### src/rtl/ntt_result_reader.sv
// Drains final NTT coefficients from a ping-pong RAM bank pair as a valid/ready stream.
// Optional macro READER_BITREV_EN: issue reads at bit-reversed addresses (needs DEPTH == 2**ADDR_W).
module ntt_result_reader #(
  parameter int unsigned ADDR_W = 7,
  parameter int unsigned DEPTH  = 128,
  parameter int unsigned DATA_W = 16
) (
  input  logic              clk,
  input  logic              rst_n,
  input  logic              start_rd,
  input  logic              bank_sel,
  output logic              ram0_enb,
  output logic              ram1_enb,
  output logic              ram2_enb,
  output logic              ram3_enb,
  output logic [ADDR_W-1:0] r_addr,
  input  logic [DATA_W-1:0] ram0_doutb,
  input  logic [DATA_W-1:0] ram1_doutb,
  input  logic [DATA_W-1:0] ram2_doutb,
  input  logic [DATA_W-1:0] ram3_doutb,
  output logic              m_valid,
  input  logic              m_ready,
  output logic [DATA_W-1:0] m_data0,
  output logic [DATA_W-1:0] m_data1,
  output logic              m_last,
  output logic              busy,
  output logic              rd_done
);

  typedef enum logic [1:0] {StIdle, StRead, StDrain} state_e;

  localparam logic [ADDR_W:0] MLast = (ADDR_W + 1)'(DEPTH - 1);
  localparam logic [ADDR_W:0] MOne  = (ADDR_W + 1)'(1);

  state_e            state_q, state_d;
  logic              sel_q, sel_d;
  logic [ADDR_W:0]   m_q, m_d;
  logic              inflight_q, inflight_last_q;
  logic              rd_done_q, rd_done_d;

  // Two-entry output buffer: head feeds the stream, tail holds the overflow entry.
  logic [1:0]        occ_q, occ_d;
  logic [DATA_W-1:0] head0_q, head0_d, head1_q, head1_d;
  logic [DATA_W-1:0] tail0_q, tail0_d, tail1_q, tail1_d;
  logic              head_last_q, head_last_d, tail_last_q, tail_last_d;

  logic              pop;
  logic              issue;
  logic [2:0]        credit;
  logic [DATA_W-1:0] cap0, cap1;

  assign pop = (occ_q != 2'd0) && m_ready;

  // Count the entry leaving this cycle so a full-rate stream keeps one read per cycle.
  assign credit = {1'b0, occ_q} + {2'b00, inflight_q} - {2'b00, pop};
  assign issue  = (state_q == StRead) && (credit < 3'd2);

  assign cap0 = sel_q ? ram2_doutb : ram0_doutb;
  assign cap1 = sel_q ? ram3_doutb : ram1_doutb;

  always_comb begin
    state_d   = state_q;
    sel_d     = sel_q;
    m_d       = m_q;
    rd_done_d = 1'b0;
    case (state_q)
      StIdle: begin
        if (start_rd) begin
          state_d = StRead;
          sel_d   = bank_sel;
          m_d     = '0;
        end
      end
      StRead: begin
        if (issue) begin
          m_d = m_q + MOne;
          if (m_q == MLast) state_d = StDrain;
        end
      end
      StDrain: begin
        if (pop && head_last_q) begin
          state_d   = StIdle;
          rd_done_d = 1'b1;
        end
      end
      default: state_d = StIdle;
    endcase
  end

  always_comb begin
    occ_d       = occ_q;
    head0_d     = head0_q;
    head1_d     = head1_q;
    head_last_d = head_last_q;
    tail0_d     = tail0_q;
    tail1_d     = tail1_q;
    tail_last_d = tail_last_q;
    case ({pop, inflight_q})
      2'b01: begin
        if (occ_q == 2'd0) begin
          head0_d     = cap0;
          head1_d     = cap1;
          head_last_d = inflight_last_q;
        end else begin
          tail0_d     = cap0;
          tail1_d     = cap1;
          tail_last_d = inflight_last_q;
        end
        occ_d = occ_q + 2'd1;
      end
      2'b10: begin
        head0_d     = tail0_q;
        head1_d     = tail1_q;
        head_last_d = tail_last_q;
        occ_d       = occ_q - 2'd1;
      end
      2'b11: begin
        if (occ_q == 2'd1) begin
          head0_d     = cap0;
          head1_d     = cap1;
          head_last_d = inflight_last_q;
        end else begin
          head0_d     = tail0_q;
          head1_d     = tail1_q;
          head_last_d = tail_last_q;
          tail0_d     = cap0;
          tail1_d     = cap1;
          tail_last_d = inflight_last_q;
        end
      end
      default: ;
    endcase
  end

  always_ff @(posedge clk) begin
    if (!rst_n) begin
      state_q         <= StIdle;
      sel_q           <= 1'b0;
      m_q             <= '0;
      inflight_q      <= 1'b0;
      inflight_last_q <= 1'b0;
      rd_done_q       <= 1'b0;
      occ_q           <= 2'd0;
      head0_q         <= '0;
      head1_q         <= '0;
      head_last_q     <= 1'b0;
      tail0_q         <= '0;
      tail1_q         <= '0;
      tail_last_q     <= 1'b0;
    end else begin
      state_q         <= state_d;
      sel_q           <= sel_d;
      m_q             <= m_d;
      inflight_q      <= issue;
      inflight_last_q <= issue && (m_q == MLast);
      rd_done_q       <= rd_done_d;
      occ_q           <= occ_d;
      head0_q         <= head0_d;
      head1_q         <= head1_d;
      head_last_q     <= head_last_d;
      tail0_q         <= tail0_d;
      tail1_q         <= tail1_d;
      tail_last_q     <= tail_last_d;
    end
  end

`ifdef READER_BITREV_EN
  always_comb begin
    r_addr = '0;
    for (int i = 0; i < int'(ADDR_W); i++) begin
      r_addr[i] = m_q[ADDR_W-1-i];
    end
  end
`else
  assign r_addr = m_q[ADDR_W-1:0];
`endif

  assign ram0_enb = issue && !sel_q;
  assign ram1_enb = issue && !sel_q;
  assign ram2_enb = issue && sel_q;
  assign ram3_enb = issue && sel_q;

  assign m_valid = (occ_q != 2'd0);
  assign m_data0 = head0_q;
  assign m_data1 = head1_q;
  assign m_last  = head_last_q;
  assign busy    = (state_q != StIdle);
  assign rd_done = rd_done_q;

  // A capture into a full buffer with no pop would lose a beat.
  assert property (@(posedge clk) disable iff (!rst_n)
                   !(inflight_q && (occ_q == 2'd2) && !pop));

endmodule

### config.mk
export PLATFORM = sky130hd
export DESIGN_NAME = ntt_result_reader
export DESIGN_NICKNAME = d
export VERILOG_FILES = /design/src/rtl/ntt_result_reader.sv
export SDC_FILE = /design/constraint.sdc
export NUM_CORES = 1
export LEC_CHECK = 0
export CAP_MARGIN = 20
export CORE_MARGIN = 2
export CORE_UTILIZATION = 55
export DETAILED_ROUTE_END_ITERATION = 8
export DONT_BUFFER_PORTS = 1
export PLACE_DENSITY = 0.7
export SLEW_MARGIN = 5
export SYNTH_ARGS = -nofsm -noshare
export SYNTH_HDL_FRONTEND = slang
export SYNTH_SLANG_ARGS = --single-unit
### constraint.sdc
create_clock -name clk -period 5.9 [get_ports clk]
set_clock_uncertainty 0.05 [all_clocks]
set_input_delay 0.59 -clock clk [delete_from_list [all_inputs] [get_ports clk]]
set_output_delay 0.59 -clock clk [all_outputs]
set_load 0.01 [all_outputs]
==> out/qor.csv <==
stage,metric,value,unit
setup_path,critical_path.top_delay_family,simple AND/OR/NAND/NOR gates,
timing,final_period_minus_worst_setup_slack,3.639,ns
route,routedWlPerCell,17.56,um
timing,final_max_slew_viol_count,0,
yosys,synth_xor_area_share,1.115,%
grt,wire_length_of_the_first_global_routing_pass,13.36,mm
finish,layoutNonFillerInstCount,467,
floorplan,floorplan.die.width,87.27,um
timing,setup-tns-final,0,ns
timing,final_hold_viol_count,0,
clock_network,cts_buffers,9,
clock_network,clkSlewWorstSetupHoldPaths,0.08,ns
run,drv.max_cap_violation_count,0,
timing,rsz_0062_raised_after_global_routing,no,
worst_hold_path,hold_crit_class,input pin to flop,
setup_path,r2r_start,occ_q[1]$_SDFFE_PN0P_,
yosys,synth-compound-area-share,16.08,%
floorplan,placementRows,30,
timing,hold-worst-slack,0.3199,ns
yosys,synth_warnings,0,
route,totalWireLength,8.199,mm
setup_path,worst_reg_to_reg_setup_slack,2.70,ns
yosys,seq_area_frac_synth,43.04,%
clock_network,post_cts_hold_buffer_count,0,
timing,max_slew.worst_pin.slew,1.036,ns
clock_network,clock_tree_from_tritoncts,yes,
yosys,syn_inst,403,
floorplan,initial_core_util,56.44,%
yosys,synth-edff-count,0,
yosys,synth_simple_gate_area_share,12.53,%
finish,nets,457,
yosys,synth_top_cell_area_share,43.04,%
yosys,yosysMostFrequentCell,sky130_fd_sc_hd__dfxtp_1,
floorplan,ioPinCount,116,
timing,timing.fmax,274.8,MHz
clock_network,clkLatencyLatePin,0.34,ns
pwr,powerDensity,462.6,nW/um2
setup_path,cp_max_fo,5,
finish,areaGrowthSynthToFinish,6.332,%
yosys,post_synth_mux_area_share,18.90,%
yosys,synth_nets,478,
timing,relSlewSlack,29.44,%
yosys,ys_dominant_reg_cell,sky130_fd_sc_hd__dfxtp_1,
yosys,synth_top_cells_by_count,"sky130_fd_sc_hd__dfxtp_1, sky130_fd_sc_hd__nor2_1, sky130_fd_sc_hd__mux2i_1",
setup_path,cp_class,flop to primary output,
floorplan,fp.dieArea,7616,um2
floorplan,core_region_area,6756,um2
worst_hold_path,hold_end,rd_done$_SDFF_PN0_,
clock_network,cts_setup_buffers,0,
setup_path,worstPathArrival,3.00,ns
route,drt_drc_violations_left,0,
placed_design,post-place-cells,451,
timing,finalCritPeriodShare,61.68,%
route,dr.first_iter.drc_count,147,
route,drt_pre_antenna_iters,4,
setup_path,worst_setup_startpoint,occ_q[1]$_SDFFE_PN0P_,
grt,groute.usage.overall,22.26,%
yosys,netlist_area,3814,um2
timing,setup-violations-final,0,
setup_path,critical_path_end_type,primary output,
grt,globalRouteOverflowTotal,0,
setup_path,worst_path_max_delay_cell,sky130_fd_sc_hd__fa_1,
setup_path,cp_cell_sequence,inv_1 -> ha_1 -> nand2b_1 -> nor2_1 -> o21ai_0 -> fa_1 -> nand3b_2 -> nor3_1,
pwr,fin_total_pwr,1.876,mW
placed_design,place.gp.congestion,0.7605,
setup_path,worst_path_largest_cell_delay,0.56,ns
yosys,synth-adder-area-share,2.165,%
route,dr_vias_cell,5.991,
clock_network,cts_resized,0,
clock_network,cts_htree_levels,3,
setup_path,worst-path-buf-inv,1,
yosys,synth.largest_area_cell,sky130_fd_sc_hd__dfxtp_1,
worst_hold_path,worstHoldStart,rst_n,
pwr,leakage,1.460,nW
placed_design,place.detailed.hpwl,5.203,mm
grt,first_global_vias,2672,
finish,layout-drive-gt1-share,16.54,%
grt,grt_max_degree,40,
finish,antenna-diode-count,0,
route,antenna_left,0,
setup_path,r2r_end,m_q[7]$_SDFFE_PN0P_,
yosys,ys_async_sr_fraction,0,%
clock_network,clock_tree.root_cell,sky130_fd_sc_hd__clkbuf_8,
finish,final_util,60.02,%
setup_path,worst-endpoint-required,5.26,ns
placed_design,numPortBuffers,0,
clock_network,clk_path_buf_depth,2,
route,detailroute.via_count,2798,
yosys,dominant_combinational_cell_family_by_area_after_synthesis,multiplexers,
grt,number_of_antenna_violations_at_the_first_check_in_global_routing,0,
yosys,seq_cells_post_synth,82,
clock_network,tritoncts_num_sinks,82,
pwr,power.ir.vdd_worst,240.4,uV
outcome,outcome,finished clean,
yosys,synthTopCellsByArea,"sky130_fd_sc_hd__dfxtp_1, sky130_fd_sc_hd__mux2i_1, sky130_fd_sc_hd__mux2_2, sky130_fd_sc_hd__a221oi_1, sky130_fd_sc_hd__nor2_1",
setup_path,sort_of_element_at_the_start_of_the_critical_path,flop,
setup_path,ff2ff_path_depth,10,
floorplan,floorplan.die.height,87.27,um
yosys,synth.distinct_cells,42,
worst_hold_path,min_delay_path_depth,2,
yosys,synthesized_area_divided_by_synthesized_cell_count,9.463,um2
[cell usage in the layout, fill, tap and decap left out, types with 3 or more instances in the layout]
cell type	synthesis	routed
sky130_fd_sc_hd__a21oi_1	6	6
sky130_fd_sc_hd__a221oi_1	33	33
sky130_fd_sc_hd__buf_4	12	5
sky130_fd_sc_hd__bufinv_16	0	5
sky130_fd_sc_hd__clkbuf_8	0	9
sky130_fd_sc_hd__dfxtp_1	82	82
sky130_fd_sc_hd__ha_1	5	5
sky130_fd_sc_hd__inv_1	8	8
sky130_fd_sc_hd__mux2_2	32	32
sky130_fd_sc_hd__mux2i_1	36	35
sky130_fd_sc_hd__nand2_1	6	6
sky130_fd_sc_hd__nand3_1	3	3
sky130_fd_sc_hd__nor2_1	76	76
sky130_fd_sc_hd__nor3_1	4	4
sky130_fd_sc_hd__o21ai_0	25	25
sky130_fd_sc_hd__o21ai_1	13	12
sky130_fd_sc_hd__o31ai_1	3	3
sky130_fd_sc_hd__or3_1	4	4
[cell type report]
cell class,instances,area [um2]
tap,80,100.1
clock inverter,5,150.1
clock buffer,11,131.4
timing repair buffer,5,37.54
fill,603,2701
sequential,82,1642
multi-input combinational,275,1961
inverter,9,33.78
[through the flow]
stage                     worst slack, ns  area (um2)
after floorplan                     2.808        3814
after detailed placement            2.603        3774
after CTS                           2.217        4055
final                               2.261        4055
after global routing                2.022        4055
after global placement              2.653        3774
[sequential cells by signal, summed over array words and instances, names as in the netlist, 2 cells and up]
name / cells
state_q: 2
tail1_q: 16
occ_q: 2
m_data0: 16
tail0_q: 16
m_q: 8
m_data1: 16
[cell families after synthesis]
| logic type | count (synthesis) |
|---|---|
| and+or+nand+nor | 108 |
| buffers and inverters | 46 |
| xor gates and xnor gates | 4 |
| adders and majority gates | 6 |
| muxes | 68 |
| AOI/OAI and AO/OA | 89 |
| DFF | 82 |
[power breakdown]
group	switching [mW]	leakage [nW]	internal, mW
combinational	0.290	0.655	0.175
clock	0.199	0.138	0.367
sequential	0.152	0.668	0.692
total	0.641	1.46	1.23
[metal layers]
metal | vias up | routed length (um) | track usage (%)
met5 | - | 0 | 0
met4 | 0 | 95 | 7.552
met3 | 9 | 455 | 4.550
met2 | 72 | 3982 | 36.43
met1 | 1314 | 3666 | 29.26
li1 | 1403 | - | -
[worst max-delay path by stage]
| stage | depth (start not counted) | endpoint | slack, ns |
|---|---|---|---|
| after floorplan | 9 | ram1_enb | 2.81 |
| after global placement | 8 | ram0_enb | 2.65 |
| after detailed placement | 8 | ram0_enb | 2.60 |
| after CTS | 8 | ram0_enb | 2.22 |
| after global routing | 8 | ram1_enb | 2.02 |
| final | 8 | ram1_enb | 2.26 |
(Power assumes the default switching activity.)
